### config.mk
export PLATFORM = sky130hd
export DESIGN_NAME = sized_fifo_lvl
export DESIGN_NICKNAME = d
export VERILOG_FILES = /design/src/rtl/bsv_fifo_pkg.sv /design/src/rtl/sized_fifo_lvl_ram.sv /design/src/rtl/sized_fifo_lvl.sv
export SDC_FILE = /design/constraint.sdc
export NUM_CORES = 1
export LEC_CHECK = 0
export ABC_AREA = 0
export CAP_MARGIN = 5
export CORE_AREA = 2 2 48 50
export CTS_BUF_LIST = sky130_fd_sc_hd__clkbuf_8
export DETAILED_ROUTE_END_ITERATION = 12
export DIE_AREA = 0 0 50 52
export GPL_ROUTABILITY_DRIVEN = 1
export PLACE_DENSITY = 0.64
export SETUP_SLACK_MARGIN = 0.5
export SLEW_MARGIN = 10
export SYNTH_ARGS = -nofsm -noshare
export SYNTH_HDL_FRONTEND = slang
export SYNTH_SLANG_ARGS = --single-unit
### constraint.sdc
create_clock -name CLK -period 3.15 [get_ports CLK]
set_input_delay 0.63 -clock CLK [delete_from_list [all_inputs] [get_ports CLK]]
set_output_delay 0.63 -clock CLK [all_outputs]
set_load 0.05 [all_outputs]
### src/rtl/bsv_fifo_pkg.sv
// -----------------------------------------------------------------------------
// bsv_fifo_pkg
// Shared helpers for the sized FIFO family:
//   clog2          - ceiling log2, usable in constant expressions
//   fifo_params_ok - elaboration-time sanity check of the FIFO parameters
//   dout_sel_e     - source selection for the registered head-of-queue output
// No ports (package).
// -----------------------------------------------------------------------------
package bsv_fifo_pkg;

   // Where the output register is reloaded from on the next edge.
   typedef enum logic [1:0] {
      LD_HOLD = 2'd0,   // keep current D_OUT
      LD_DIN  = 2'd1,   // bypass: D_IN goes straight to D_OUT
      LD_RING = 2'd2    // pop: ring[head] moves into D_OUT
   } dout_sel_e;

   function automatic int clog2(input int n);
      int r;
      r = 0;
      while ((1 << r) < n) r++;
      return r;
   endfunction

   // Depth must leave at least a 2-entry ring, the thresholds must be
   // reachable, and COUNT must be wide enough to hold the full depth.
   function automatic bit fifo_params_ok(input int depth, input int cntr_w,
                                         input int afull, input int aempty);
      return (depth >= 3) && (afull <= depth) && (aempty < depth) &&
             (cntr_w >= clog2(depth + 1));
   endfunction

endpackage

### src/rtl/sized_fifo_lvl_ram.sv
// -----------------------------------------------------------------------------
// sized_fifo_lvl_ram
// Ring storage behind the FIFO output register. One synchronous write port,
// one asynchronous read port, no reset, so it can map onto distributed RAM.
// Ports:
//   clk_i    - write clock
//   we_i     - write enable
//   waddr_i  - write address (tail pointer)
//   wdata_i  - write data
//   raddr_i  - read address (head pointer)
//   rdata_o  - combinational read data
// -----------------------------------------------------------------------------
module sized_fifo_lvl_ram #(
   parameter int WIDTH = 1,
   parameter int DEPTH = 3,
   parameter int AW    = 2
) (
   input  logic             clk_i,
   input  logic             we_i,
   input  logic [AW-1:0]    waddr_i,
   input  logic [WIDTH-1:0] wdata_i,
   input  logic [AW-1:0]    raddr_i,
   output logic [WIDTH-1:0] rdata_o
);

   logic [WIDTH-1:0] mem_q [DEPTH];

   always_ff @(posedge clk_i) begin
      if (we_i) mem_q[waddr_i] <= wdata_i;
   end

   assign rdata_o = mem_q[raddr_i];

endmodule

### src/rtl/sized_fifo_lvl.sv
// -----------------------------------------------------------------------------
// sized_fifo_lvl
// Sized FIFO with registered head-of-queue output, occupancy count, almost
// full/empty levels and sticky overflow/underflow flags. Capacity is the output
// register plus a (p2depth-1)-entry ring held in sized_fifo_lvl_ram.
// Ports:
//   CLK          - rising-edge clock
//   RST          - asynchronous active-high reset
//   CLR          - synchronous flush (wins over ENQ/DEQ, D_OUT held)
//   D_IN, ENQ    - enqueue data / request
//   DEQ          - dequeue request
//   D_OUT        - registered head-of-queue data
//   FULL_N       - low when COUNT == p2depth
//   EMPTY_N      - high when COUNT > 0
//   COUNT        - occupancy
//   ALMOST_FULL  - COUNT >= p4afull
//   ALMOST_EMPTY - COUNT <= p5aempty
//   OVF, UNF     - sticky dropped-ENQ / ignored-DEQ flags
// -----------------------------------------------------------------------------
module sized_fifo_lvl
   import bsv_fifo_pkg::*;
#(
   parameter int p1width      = 1,
   parameter int p2depth      = 4,
   parameter int p3cntr_width = 3,
   parameter int p4afull      = 3,
   parameter int p5aempty     = 1,
   parameter int guarded      = 1
) (
   input  logic                    CLK,
   input  logic                    RST,
   input  logic                    CLR,
   input  logic [p1width-1:0]      D_IN,
   input  logic                    ENQ,
   input  logic                    DEQ,
   output logic [p1width-1:0]      D_OUT,
   output logic                    FULL_N,
   output logic                    EMPTY_N,
   output logic [p3cntr_width-1:0] COUNT,
   output logic                    ALMOST_FULL,
   output logic                    ALMOST_EMPTY,
   output logic                    OVF,
   output logic                    UNF
);

   localparam int RING = p2depth - 1;
   localparam int PW   = (clog2(RING) < 1) ? 1 : clog2(RING);
   localparam int CW   = p3cntr_width;

   localparam logic [CW-1:0] ONE_C    = CW'(1);
   localparam logic [CW-1:0] DEPTH_C  = CW'(p2depth);
   localparam logic [CW-1:0] AFULL_C  = CW'(p4afull);
   localparam logic [CW-1:0] AEMPTY_C = CW'(p5aempty);

   if (!fifo_params_ok(p2depth, p3cntr_width, p4afull, p5aempty)) begin : g_param_err
      $fatal(1, "sized_fifo_lvl: illegal parameters (p2depth=%0d p3cntr_width=%0d p4afull=%0d p5aempty=%0d)",
             p2depth, p3cntr_width, p4afull, p5aempty);
   end

   logic [CW-1:0]      count_q, count_d;
   logic [PW-1:0]      head_q, head_d;
   logic [PW-1:0]      tail_q, tail_d;
   logic [p1width-1:0] dout_q, dout_d;
   logic               full_n_q, full_n_d;
   logic               empty_n_q, empty_n_d;
   logic               afull_q, afull_d;
   logic               aempty_q, aempty_d;
   logic               ovf_q, ovf_d;
   logic               unf_q, unf_d;

   logic               acc_enq, acc_deq, ring_we;
   logic [p1width-1:0] ring_rdata;
   dout_sel_e          dout_sel;

   // Pointers run over RING entries, which need not be a power of two.
   function automatic logic [PW-1:0] ptr_inc(input logic [PW-1:0] p);
      return (p == PW'(RING - 1)) ? '0 : p + PW'(1);
   endfunction

   sized_fifo_lvl_ram #(
      .WIDTH (p1width),
      .DEPTH (RING),
      .AW    (PW)
   ) u_ram (
      .clk_i   (CLK),
      .we_i    (ring_we),
      .waddr_i (tail_q),
      .wdata_i (D_IN),
      .raddr_i (head_q),
      .rdata_o (ring_rdata)
   );

   always_comb begin
      // When full and unguarded, a simultaneous DEQ frees the slot this ENQ uses.
      acc_enq  = ENQ && (full_n_q || (DEQ && empty_n_q && (guarded == 0)));
      acc_deq  = DEQ && empty_n_q;

      count_d  = count_q;
      head_d   = head_q;
      tail_d   = tail_q;
      dout_sel = LD_HOLD;
      ring_we  = 1'b0;
      ovf_d    = ovf_q | (ENQ && !acc_enq);
      unf_d    = unf_q | (DEQ && !empty_n_q);

      if (acc_enq && !acc_deq)      count_d = count_q + ONE_C;
      else if (!acc_enq && acc_deq) count_d = count_q - ONE_C;

      // Ring holds COUNT-1 entries; refill D_OUT from it only when it has data,
      // otherwise an enqueue into an empty (or just-emptied) output bypasses it.
      if (acc_deq && (count_q > ONE_C)) begin
         dout_sel = LD_RING;
         head_d   = ptr_inc(head_q);
      end else if (acc_enq && (!empty_n_q || acc_deq)) begin
         dout_sel = LD_DIN;
      end

      if (acc_enq && empty_n_q && !(acc_deq && (count_q == ONE_C))) begin
         ring_we = 1'b1;
         tail_d  = ptr_inc(tail_q);
      end

      if (CLR) begin
         count_d  = '0;
         head_d   = '0;
         tail_d   = '0;
         dout_sel = LD_HOLD;
         ring_we  = 1'b0;
         ovf_d    = 1'b0;
         unf_d    = 1'b0;
      end

      // Flags come from the next COUNT so they line up with COUNT itself.
      full_n_d  = (count_d != DEPTH_C);
      empty_n_d = (count_d != '0);
      afull_d   = (count_d >= AFULL_C);
      aempty_d  = (count_d <= AEMPTY_C);

      unique case (dout_sel)
         LD_DIN:  dout_d = D_IN;
         LD_RING: dout_d = ring_rdata;
         default: dout_d = dout_q;
      endcase
   end

   always_ff @(posedge CLK or posedge RST) begin
      if (RST) begin
         count_q   <= '0;
         head_q    <= '0;
         tail_q    <= '0;
         dout_q    <= '0;
         full_n_q  <= 1'b1;
         empty_n_q <= 1'b0;
         afull_q   <= 1'b0;
         aempty_q  <= 1'b1;   // COUNT=0 is always <= p5aempty
         ovf_q     <= 1'b0;
         unf_q     <= 1'b0;
      end else begin
         count_q   <= count_d;
         head_q    <= head_d;
         tail_q    <= tail_d;
         dout_q    <= dout_d;
         full_n_q  <= full_n_d;
         empty_n_q <= empty_n_d;
         afull_q   <= afull_d;
         aempty_q  <= aempty_d;
         ovf_q     <= ovf_d;
         unf_q     <= unf_d;
      end
   end

`ifndef SYNTHESIS
   always @(posedge CLK) begin
      if (!RST) begin
         if (ENQ && !acc_enq)
            $display("%m: warning: ENQ dropped while full at %0t", $time);
         if (DEQ && !empty_n_q)
            $display("%m: warning: DEQ ignored while empty at %0t", $time);
      end
   end
`endif

   assign D_OUT        = dout_q;
   assign FULL_N       = full_n_q;
   assign EMPTY_N      = empty_n_q;
   assign COUNT        = count_q;
   assign ALMOST_FULL  = afull_q;
   assign ALMOST_EMPTY = aempty_q;
   assign OVF          = ovf_q;
   assign UNF          = unf_q;

endmodule

# Word-level counts from Yosys, hierarchy flattened
# Memory sizes are Yosys's and may differ from the RTL's.
# Cells that the tools add are included.
# totals
register_bits	14
latch_bits	0
ram_bits	3
rom_bits	0
inputBits	6
out_inout_bits	10
elab_cells	65
memories	1
# op_classes
addsub	4
multipliers	0
div_mod_pow	0
magnitude_cmp	3
n_eq_ne	6
shifts	0
muxes	19
bitwise	2
reduce_logical	20
# mem_list
name	depth	word_bits	rd	rd_ports_with_merged_regs	write_ports	line_no	source
u_ram.mem_q	3	1	1	0	1	sized_fifo_lvl_ram.sv:26	logic [WIDTH-1:0] mem_q [DEPTH];
# op_table
cell	n
2-to-1 mux 2 bit	8
logical AND 1 bit	11
2-to-1 mux 3 bit	3
2-to-1 mux 1 bit	7
equality test 2 bit, second input constant	3
nonzero test 2 bit	3
adder 2 x 1 -> 2 bit, second input constant	2
zero test 1 bit	4
adder 3 x 1 -> 3 bit, second input constant	1
equality test 3 x 1 -> 1 bit, second input constant	1
greater-or-equal comparator 3 x 2 -> 1 bit, second input constant	1
greater-than comparator 3 x 1 -> 1 bit, second input constant	1
<= comparator 3 x 1 -> 1 bit, second input constant	1
inequality test 3 bit, second input constant	1
nonzero test 3 bit	1
subtractor 3 x 1 -> 3 bit, second input constant	1
equality test 2 x 1 -> 1 bit, second input constant	1
OR 1 bit	2
case mux 1 bit (2 select lines)	1
logical OR 1 bit	1

# Logic depth before layout (Yosys ltp)
# depth
word_depth	8
depth_mapped	8
mapped_depth_nobuf	8

# Hierarchy
# Synthesis repeated with hierarchy kept, for this count alone.
# unflattened
hier_cells	96
hier_area_um2	994.7
# modules_own_cells
module	n_inst	cells_per_inst	area_each_um2	seq_area_each_um2
sized_fifo_lvl	1	87	860.8	352.8
sized_fifo_lvl_ram	1	9	133.9	90.1

# Worst setup path after synthesis
# OpenSTA, ideal clock, no wires.
# synth_timing
path_type	reg-to-reg
start	reg count_q[1], in the netlist COUNT[1]
end	reg dout_q, in the netlist D_OUT
setup_time_ns	0.125
arrival_time_ns	2.191
required_ns	3.025
setup_slack_ns	0.834
path_stages_with_launch	9
path_buffers	0
period_less_slack_ns	2.316
path_cell_list	dfrtp_1 inv_1 ha_1 o21bai_1 a21o_1 nor2_1 ha_1 mux2_2 mux2_2
# synth_via
elab_chain_len	6
word_cells_on_any_way	8
classes_between	order compare (1); eq/ne (2); mux (3); reduce/logical (2)
# synth_rtl
element	line_no	source
start: declaration	sized_fifo_lvl.sv:60	logic [CW-1:0] count_q, count_d;
start signal: assignment	sized_fifo_lvl.sv:159	count_q <= count_d;
greater-than comparator 3 x 1 -> 1 bit *	sized_fifo_lvl.sv:111	if (acc_deq && (count_q > ONE_C)) begin
logical AND 1 bit *	sized_fifo_lvl.sv:111	
2-to-1 mux 2 bit *	sized_fifo_lvl.sv:111	
2-to-1 mux 2 bit *	sized_fifo_lvl.sv:123	if (CLR) begin
equality test 2 bit / equality test 2 x 1 -> 1 bit (equally long branches)	sized_fifo_lvl.sv:139	unique case (dout_sel)
case mux 1 bit (2 select lines) / nonzero test 2 bit (equally long branches)	-	
end signal: assignment	sized_fifo_lvl.sv:162	dout_q <= dout_d;
end: declaration	sized_fifo_lvl.sv:63	logic [p1width-1:0] dout_q, dout_d;
# Mark *: on every way between the ends. The rest lies on a longest branch, timed or not.
# A chain may end at the register's enable or synchronous reset.

# Worst setup path in the final report
# layout_timing
start	in DEQ
end	reg dout_q, in the netlist D_OUT
# layout_via
elab_chain_len	8
word_cells_on_any_way	11
classes_between	eq/ne (2); mux (4); reduce/logical (5)
# layout_rtl
element	line_no	source
start: declaration	sized_fifo_lvl.sv:35	input logic DEQ,
logical AND 1 bit *	sized_fifo_lvl.sv:96	acc_deq = DEQ && empty_n_q;
logical OR 1 bit	sized_fifo_lvl.sv:114	end else if (acc_enq && (!empty_n_q || acc_deq)) begin
logical AND 1 bit	sized_fifo_lvl.sv:114	
2-to-1 mux 1 bit	sized_fifo_lvl.sv:114	
2-to-1 mux 2 bit *	sized_fifo_lvl.sv:111	
2-to-1 mux 2 bit *	sized_fifo_lvl.sv:123	
equality test 2 bit / equality test 2 x 1 -> 1 bit (equally long branches)	sized_fifo_lvl.sv:139	
case mux 1 bit (2 select lines) / nonzero test 2 bit (equally long branches)	-	
# Marked as above.

==> qor.txt <==
max cap viols - 0
Switching Power - 426 uW
Max rail drop VDD - 0.000551 V
crit path DAT - 2.45 ns
Initial Utilization - 43.1%
CTS tree - yes
Synth cell types - 34
layout cells sized above 1 - 14.7%
DRC Markers - 0
I/O Buffers - 15
CTS buffer count - 3
Seq cells post-synth - 17
die width - 50 microns
TritonCTS Sinks - 17
Power Density - 870 nW/um^2
Worst Path Max Fanout - 6
FMAX - 0.434 GHz
Slew HR - 62.8%
R2R setup slack - 1.02 ns
Max Buffers Root-to-Sink - 2
Post-synth EDFFs - 3
final hold vios - 0
core footprint - 2110 sq um
# H-tree levels - 1
area delta synth->final - 24.6%
worst hold path type - reg -> reg
Synthesized Nets - 94
antenna violations before repair - 0
Clk pwr share - 16.2%
Worst-path clk slew - 0.06 ns
synthesized area - 907 sq um
num ports - 16
WS Path Type - in -> reg
worst r2r path cells - 8
post-place setup slack - 0.605 ns
CP Capture Type - flop
register area share after synthesis - 48.8%
hold path cells - 2
Worst setup SP type - primary input
worst setup margin - 0.847 ns
# hold bufs at CTS - 0
Yosys Warn Count - 0
Die Y - 52 microns
Worst-Skew Late Latency - 0.25 ns
max-slew violations - 0
Post-CTS Setup Inserts - 0
vias - 652
first-iteration detailed-routing DRC count - 18
DR vias/cell - 5.02
Die ar. - 2600 sq um
CP endpoint - D_OUT
Reg power frac - 33.5%
vias in the first global route - 615
GRT Overall Usage - 15.0%
ys flop type - dfrtp_1
Finish-stage setup viols - 0
slew of the pin with the lowest slew margin - 0.557 ns
async set-or-reset flop fraction in the synthesized netlist - 82.4%
switch share - 43.3%
Lkg Pwr - 0.000482 uW
RSZ-0062 raised after global routing - no
pin count of the biggest net entering global routing - 18
first-pass GRT wire length - 2790 microns
global route overflow - 0
Worst EP required - 3.29 ns
HPWL after DPL - 1200 microns
Antenna Cells - 0
remaining antenna violation count - 0
gpl congestion - 0.746
routed length per placed instance - 12.8 microns
Critical R2R Capture - D_OUT
Gate power share - 50.3%
Max Clock Skew - 0.00502 ns
Final Net Count - 113
status - finished clean
Root Driver - clkbuf_8
drt first pass iters - 4
cell row count - 17
Post-Synthesis Cells - 84
CP startpoint - DEQ
Tmin final - 2.30 ns
final-layout fill cell count - 181
Tcrit/Tclk final - 73.1%
Post-CTS Resized - 0
Final TNS setup - 0 ns
Internal Power - 557 uW
Total Wirelength - 1660 microns
RR Startpoint - COUNT[1]
Avg Cell Area, Syn - 10.8 sq um
-- routing by layer --
metal / track usage, % / wire length (microns) / up-vias
met5: 0 / 0 / -
met4: 11.1 / 46 / 0
met3: 2.87 / 53 / 5
met2: 21.9 / 705 / 19
met1: 19.8 / 856 / 296
li1: - / - / 332
-- cell usage in the layout, fill, tap and decap left out, drive strengths merged --
cell type and n:
clkdlybuf4s50 15, dfrtp 12, inv 8, nor2 8
nand2 7, a21oi 6, mux2i 5, ha 4
xnor2 3, mux2 3, clkbuf 3, edfxtp 3
or3 3, dfstp 2, a21o 2, nor2b 1
a311o 1, o21bai 1, or3b 1, a21boi 1
and3 1, nor3 1, nand4bb 1, nor3b 1
nor4 1, nor4b 1, a31oi 1, nand3 1
and4 1, a311oi 1, a31o 1, o21ai 1
buf 1
-- worst max-delay path, cell delays in order --
cell	delay, ns
clkdlybuf4s50_1	0.52
nand2_1	0.20
a21o_1	0.26
nor2_1	0.11
ha_1	0.15
mux2_2	0.32
mux2_2	0.26
-- cell families after synthesis --
family | synth area share [%]
buffers and inverters | 4.55
AOI/OAI and AO/OA | 11.3
DFF | 48.8
adders and majority gates | 5.52
muxes | 9.24
and+or+nand+nor | 17.7
xor gates and xnor gates | 2.90
-- Yosys cell counts, types with 2 or more instances --
cell type  instances  share of area [%]
inv_1              7                2.9
mux2i_1            5                5.5
a21o_1             2                1.7
dfrtp_1           12                 33
nand2_1            6                2.5
mux2_2             3                3.7
xnor2_1            3                2.9
ha_1               4                5.5
edfxtp_1           3                9.9
dfstp_2            2                5.8
a21oi_1            5                2.8
buf_4              2                1.7
nor2_1             8                3.3
or3_1              2                1.4
-- final cells by class --
class / instances / area, sq um / share of cell area (%)
clock buffers: 3 / 41.3 / 3.65
clock inverters: 1 / 3.75 / 0.332
inverters: 7 / 26.3 / 2.33
multi-input cells: 58 / 423 / 37.4
flip-flops and latches: 17 / 443 / 39.2
well taps: 28 / 35.0 / 3.10
repair buffers: 16 / 158 / 14.0
-- worst min-delay path by stage --
stage          slack [ns]          end  start
6_report             0.49          OVF    OVF
2_1_floorplan        0.52  ALMOST_FULL    RST
4_1_cts              0.50          OVF    OVF
5_1_grt              0.53          OVF    OVF
3_5_place_dp         0.49          OVF    OVF
3_3_place_gp         0.48          OVF    OVF
-- flip-flops by register name, indices dropped and copies added (netlist names) --
| register | flops |
|---|---|
| D_OUT | 1 |
| tail_q | 2 |
| ALMOST_FULL | 1 |
| EMPTY_N | 1 |
| COUNT | 3 |
| head_q | 2 |
| UNF | 1 |
| ALMOST_EMPTY | 1 |
| FULL_N | 1 |
| OVF | 1 |
| u_ram.mem_q | 3 |
-- per-stage QoR --
stage	utilization [%]	instance area (sq um)	instances	power, uW	hold slack, ns
floorplan	-	907	84	686	0.518
global placement	51.5	1080	126	824	0.478
detailed placement	51.5	1080	126	826	0.485
CTS	53.7	1130	130	990	0.495
global route	53.7	1130	130	1040	0.531
finish	53.7	1130	130	983	0.487
-- power groups by stage --
| stage | clock network [uW] | registers [uW] | logic [uW] |
|---|---|---|---|
| 2_1_floorplan | 0 | 479 | 207 |
| 3_3_place_gp | 0 | 332 | 492 |
| 3_5_place_dp | 0 | 334 | 492 |
| 4_1_cts | 163 | 330 | 497 |
| 5_1_grt | 172 | 339 | 532 |
| 6_report | 159 | 330 | 495 |
(Power assumes the default switching activity.)
